<file path="src/rtl/gb_pkg.sv">
// Shared Game Boy definitions used by the OAM DMA engine: register and
// memory-map constants, the DMA state encoding and the echo-RAM page fold.
package gb_pkg;

    localparam logic [15:0] OAM_DMA_REG_ADR = 16'hFF46;
    localparam logic [15:0] OAM_BASE        = 16'hFE00;
    localparam int unsigned OAM_DMA_LEN     = 160;
    localparam logic [7:0]  ECHO_OFFSET     = 8'h20;
    localparam logic [7:0]  ECHO_FIRST_PAGE = 8'hE0;

    typedef enum logic [1:0] {
        DMA_IDLE  = 2'd0,
        DMA_START = 2'd1,
        DMA_XFER  = 2'd2
    } dma_state_e;

    // Pages E0-FF alias C000-DFFF (echo RAM), so the DMA fetches from the real RAM page.
    function automatic logic [7:0] dma_page_eff(input logic [7:0] page);
        logic [7:0] eff;
        if (page >= ECHO_FIRST_PAGE) begin
            eff = page - ECHO_OFFSET;
        end else begin
            eff = page;
        end
        return eff;
    endfunction

endpackage

</file>
<file path="src/rtl/gb_oam_dma.sv">
// Game Boy OAM DMA engine. A write to FF46 copies LENGTH bytes from page
// {din,00} into OAM, one byte per machine cycle, after a one machine-cycle
// setup delay. The source address/read strobe feed the DMA side of the
// memory map; the OAM write port is driven only while a transfer is active.
module gb_oam_dma
    import gb_pkg::*;
#(
    parameter int unsigned CYCLE_CLKS = 4,          // clk periods per machine cycle, >= 2
    parameter int unsigned LENGTH     = OAM_DMA_LEN // bytes per transfer
) (
    input  logic        clk,
    input  logic        n_reset,
    input  logic        reg_write,
    input  logic [7:0]  din,
    output logic [7:0]  dout,
    output logic        active,
    output logic [15:0] src_adr,
    output logic        src_read,
    input  logic [7:0]  src_din,
    output logic [7:0]  oam_adr,
    output logic [7:0]  oam_dout,
    output logic        oam_write
);

    localparam int unsigned   PW       = (CYCLE_CLKS > 2) ? $clog2(CYCLE_CLKS) : 1;
    localparam logic [PW-1:0] PH_LAST  = PW'(CYCLE_CLKS - 1);
    localparam logic [PW-1:0] PH_PRE   = PW'(CYCLE_CLKS - 2);
    localparam logic [PW-1:0] PH_ONE   = PW'(1);
    localparam logic [7:0]    IDX_LAST = 8'(LENGTH - 1);

    logic          rst_sync_q;
    dma_state_e    state_q;
    logic [PW-1:0] phase_q;
    logic [7:0]    index_q;
    logic [7:0]    page_q;
    logic          active_q;
    logic [15:0]   src_adr_q;
    logic          src_read_q;
    logic [7:0]    oam_adr_q;
    logic          oam_write_q;

    logic [7:0]    page_eff_s;
    logic [7:0]    index_next_s;

    assign page_eff_s   = dma_page_eff(page_q);
    assign index_next_s = index_q + 8'd1;

    // Reset synchroniser: assertion reaches the state flops at once, release on the next clk edge
    always_ff @(posedge clk or negedge n_reset) begin
        if (!n_reset) begin
            rst_sync_q <= 1'b0;
        end else begin
            rst_sync_q <= 1'b1;
        end
    end

    // Transfer sequencer: page register, phase/index counters and all registered outputs
    always_ff @(posedge clk or negedge rst_sync_q) begin
        if (!rst_sync_q) begin
            state_q     <= DMA_IDLE;
            phase_q     <= '0;
            index_q     <= 8'h00;
            page_q      <= 8'h00;
            active_q    <= 1'b0;
            src_adr_q   <= 16'h0000;
            src_read_q  <= 1'b0;
            oam_adr_q   <= 8'h00;
            oam_write_q <= 1'b0;
        end else if (reg_write) begin
            // A register write always (re)starts from index 0; any pending byte is abandoned.
            page_q      <= din;
            state_q     <= DMA_START;
            phase_q     <= '0;
            index_q     <= 8'h00;
            active_q    <= 1'b1;
            src_read_q  <= 1'b0;
            oam_write_q <= 1'b0;
        end else begin
            case (state_q)
                DMA_START: begin
                    oam_write_q <= 1'b0;
                    if (phase_q == PH_LAST) begin
                        state_q    <= DMA_XFER;
                        phase_q    <= '0;
                        src_adr_q  <= {page_eff_s, index_q};
                        oam_adr_q  <= index_q;
                        src_read_q <= 1'b1;
                    end else begin
                        phase_q    <= phase_q + PH_ONE;
                        src_read_q <= 1'b0;
                    end
                end
                DMA_XFER: begin
                    if (phase_q == PH_LAST) begin
                        // The OAM write has just completed on this edge.
                        oam_write_q <= 1'b0;
                        phase_q     <= '0;
                        if (index_q == IDX_LAST) begin
                            state_q    <= DMA_IDLE;
                            active_q   <= 1'b0;
                            index_q    <= 8'h00;
                            src_read_q <= 1'b0;
                        end else begin
                            index_q    <= index_next_s;
                            src_adr_q  <= {page_eff_s, index_next_s};
                            oam_adr_q  <= index_next_s;
                            src_read_q <= 1'b1;
                        end
                    end else begin
                        phase_q     <= phase_q + PH_ONE;
                        src_read_q  <= 1'b0;
                        // Strobe is high during the last clk of the machine cycle.
                        oam_write_q <= (phase_q == PH_PRE);
                    end
                end
                default: begin
                    // IDLE, and recovery path for any unused encoding.
                    state_q     <= DMA_IDLE;
                    phase_q     <= '0;
                    active_q    <= 1'b0;
                    src_read_q  <= 1'b0;
                    oam_write_q <= 1'b0;
                end
            endcase
        end
    end

    assign dout     = page_q;
    assign active   = active_q;
    assign src_adr  = src_adr_q;
    assign src_read = src_read_q;
    assign oam_adr  = oam_adr_q;
    // A register write landing on the write clk wins: the in-flight OAM write is suppressed.
    assign oam_write = oam_write_q & ~reg_write;
    // OAM data port only carries DMA data while a transfer owns it.
    assign oam_dout  = active_q ? src_din : 8'h00;

endmodule

</file>
<file path="config.mk">
export PLATFORM = sky130hd
export DESIGN_NAME = gb_oam_dma
export DESIGN_NICKNAME = d
export VERILOG_FILES = /design/src/rtl/gb_pkg.sv /design/src/rtl/gb_oam_dma.sv
export SDC_FILE = /design/constraint.sdc
export NUM_CORES = 1
export LEC_CHECK = 0
export CELL_PAD_IN_SITES_DETAIL_PLACEMENT = 2
export CELL_PAD_IN_SITES_GLOBAL_PLACEMENT = 2
export CORE_MARGIN = 3
export CORE_UTILIZATION = 32
export CTS_BUF_LIST = sky130_fd_sc_hd__clkbuf_4 sky130_fd_sc_hd__clkbuf_8
export DETAILED_ROUTE_END_ITERATION = 6
export GPL_TIMING_DRIVEN = 0
export PLACE_DENSITY = 0.87
export SYNTH_ARGS = -nofsm -noshare
export SYNTH_HDL_FRONTEND = slang
export SYNTH_SLANG_ARGS = --single-unit
</file>
<file path="constraint.sdc">
create_clock -name clk -period 3.21 [get_ports clk]
set_input_delay 0.963 -clock clk [delete_from_list [all_inputs] [get_ports clk]]
set_output_delay 0.963 -clock clk [all_outputs]
set_load 0.005 [all_outputs]
</file>
==> flow_summary.ini <==
[final_layout]
multi_input_area_um2 = 854.6
drive_above_1_share = 0.1947
nNetsFinal = 286
final_cells = 337
final_core_util = 0.4779
fillers = 620
final_cell_area_um2 = 2897
antennaDiodeCount = 0
register_area_um2 = 1002
syn_to_final_growth_pct = 41.16

[outcome]
status = finished clean

[yosys]
yosys.area.top_type = dfrtp_1
synth_edf_count = 0
avgSynthCellArea_um2 = 10.63
synth_cell_types = 39
synth.top_cells.by_area = dfrtp_1 (49%), mux2_2 (7.1%), buf_4 (5.1%)
syn_area_um2 = 2052
yosys_warnings = 0
ys_seq_area_frac = 0.4878
syn_nets = 218
synth.most_common_cell = dfrtp_1
ys_seq_elements = 40
synth_cells = 193
synth_ff_type = dfrtp_1
synth_top_cell_area_share = 0.4878
synth_common_cells = dfrtp_1 (40), nor2_1 (16), buf_4 (14), mux2_2 (13), nand2_1 (11)
async_flop_share = 1.000

[cts]
cts_inserted_buffers = 5
cts_sinks = 40
tritoncts = yes
clk_latency_ns = 0.30
hold_buffers = 0
htreeDepth = 2
clk_pin_slew_ns = 0.09
cts_root_buf = clkbuf_8
clockBufferDepth = 2

[sta]
finalHoldViolCount = 0
fin_ws_ns = 0.1820
setup_viol = 0
skew_ns = 0.01197
slew_viol_final = 0
setup_tns_ns = 0
rsz0062_at_grt = false
slew-limit-headroom = 0.3909
clock.fmax_mhz = 330.2
fin_crit_sh = 0.9433
period_needed_ns = 3.028
worst_pin_slew_ns = 0.9136

[global_route]
track_usage = 0.1793
grt_max_degree = 40
antenna_found_initial = 0
gr-total-overflow = 0
grt_pass1_wl_um = 10170
grt_pass1_vias = 1869

[worst_hold_path]
hold_class = reg2async

[pwr]
ir_drop_uv = 273.6
pwr_density_cell_nw_per_um2 = 688.3
p_leak_nw = 1.241

[flow_run]
drv_cap = 0

[floorplanning]
fp.dieH_um = 86.08
io_pins = 62
fp.dieW_um = 86.08
initial_core_util = 0.3386
rows = 28
dieArea_um2 = 7409
core-area_um2 = 6061

[worst_setup_path]
endpoint_kind = output pin
crit_type = in2out
path_max_fanout = 1
required_ns = 2.25
crit_start = src_din[0]
rr_startpoint = state_q[0]$_DFFE_PN0P_
start_kind = input pin
arrival_ns = 2.07

[detailed_routing]
post_drt_wl_per_cell_um = 18.33
ant_nets = 0
drtIter0Drc = 37
vias_per_cell = 4.964
wl_um = 6178
post-route-drc-count = 0
via_count = 1673
drtPass1Iterations = 4

[place]
dp_hpwl_um = 4427
preCtsSetupSlack_ns = -0.3317
place_area_um2 = 2758
port_buffers = 61
dp_cells = 329
gp_congestion = 0.7522
## layout by cell type, fill, tap and decap left out, types with 5 or more instances in the layout
master and n:
clkdlybuf4s50_1 60, dfrtp_1 39, nor2_1 16, buf_4 15, mux2_2 13, nand2_1 11, nand3_1 9, inv_1 8
and2_1 8, a21oi_1 7, xor2_1 7, ha_1 6, o21ai_0 5, clkbuf_8 5
## flip-flops by register name (all words and copies together), names as in the netlist
name / cells
state_q: 2
index_q: 8
rst_sync_q: 1
src_adr: 16
oam_write_q: 1
phase_q: 2
dout: 8
src_read: 1
active: 1
## metrics by stage
| stage | hold WS [ns] | total power, mW |
|---|---|---|
| 2_1_floorplan | 0.4383 | 1.040 |
| 3_3_place_gp | 0.4546 | 1.458 |
| 3_5_place_dp | 0.4294 | 1.510 |
| 4_1_cts | 0.4417 | 2.023 |
| 5_1_grt | 0.4865 | 2.121 |
| 6_report | 0.4043 | 1.994 |
## worst paths after layout
kind | cells past startpoint | slack (ns) | to
worst max-delay path | 3 | 0.18 | oam_dout[0]
worst min-delay path | 0 | 0.40 | dout[3]$_DFFE_PN0P_
worst max register to register | 6 | 1.09 | index_q[3]$_DFFE_PN0P_
worst min register to register | 0 | 0.40 | dout[3]$_DFFE_PN0P_
max in group asynchronous | 0 | 2.21 | src_adr[3]$_DFFE_PN0P_
min in group clk | 1 | 0.48 | phase_q[0]$_DFF_PN0_
## what timing repair did
action	4_1_cts	5_1_grt
buffers inserted	0	0
setup endpoints to repair	1	0
resized for setup	3	0
endpoints found under the hold margin	0	0
## cell type report
type	count	share of cell area
clock inverters	2	0.02073
plain buffers	25	0.05875
multi-input cells	120	0.2950
well taps	75	0.03240
flip-flops and latches	40	0.3460
inverters	8	0.01037
clock buffers	6	0.02635
repair buffers	61	0.2104
## per-layer routing
| layer | vias up | share of wire | GRT usage |
|---|---|---|---|
| li1 | 777 | - | - |
| met5 | - | 0 | 0 |
| met4 | 0 | 0.010 | 0.03885 |
| met3 | 5 | 0.028 | 0.02978 |
| met1 | 859 | 0.41 | 0.2111 |
| met2 | 32 | 0.55 | 0.3378 |
## report_power, final
part	internal (mW)	switching [mW]	total, mW
Combinational	0.494	0.258	0.752
Sequential	0.629	0.109	0.738
Clock	0.319	0.184	0.504
Total	1.44	0.552	1.99
## cell families (layout without fill, tap and decap cells)
logic type	Yosys count	after routing	share of synthesized area
and+or+nand+nor	60	60	0.1518
xor gates and xnor gates	9	9	0.03842
buffers and inverters	33	102	0.09573
AOI/OAI and AO/OA	29	29	0.1067
DFF	40	40	0.4878
muxes	15	15	0.08110
other	1	1	0.001828
adders and majority gates	6	6	0.03658
## worst max-delay path, cell delays in order
cell and delay [ns]:
clkdlybuf4s50_1 0.46, and2_1 0.13, clkdlybuf4s50_1 0.51
(Power assumes the default switching activity.)
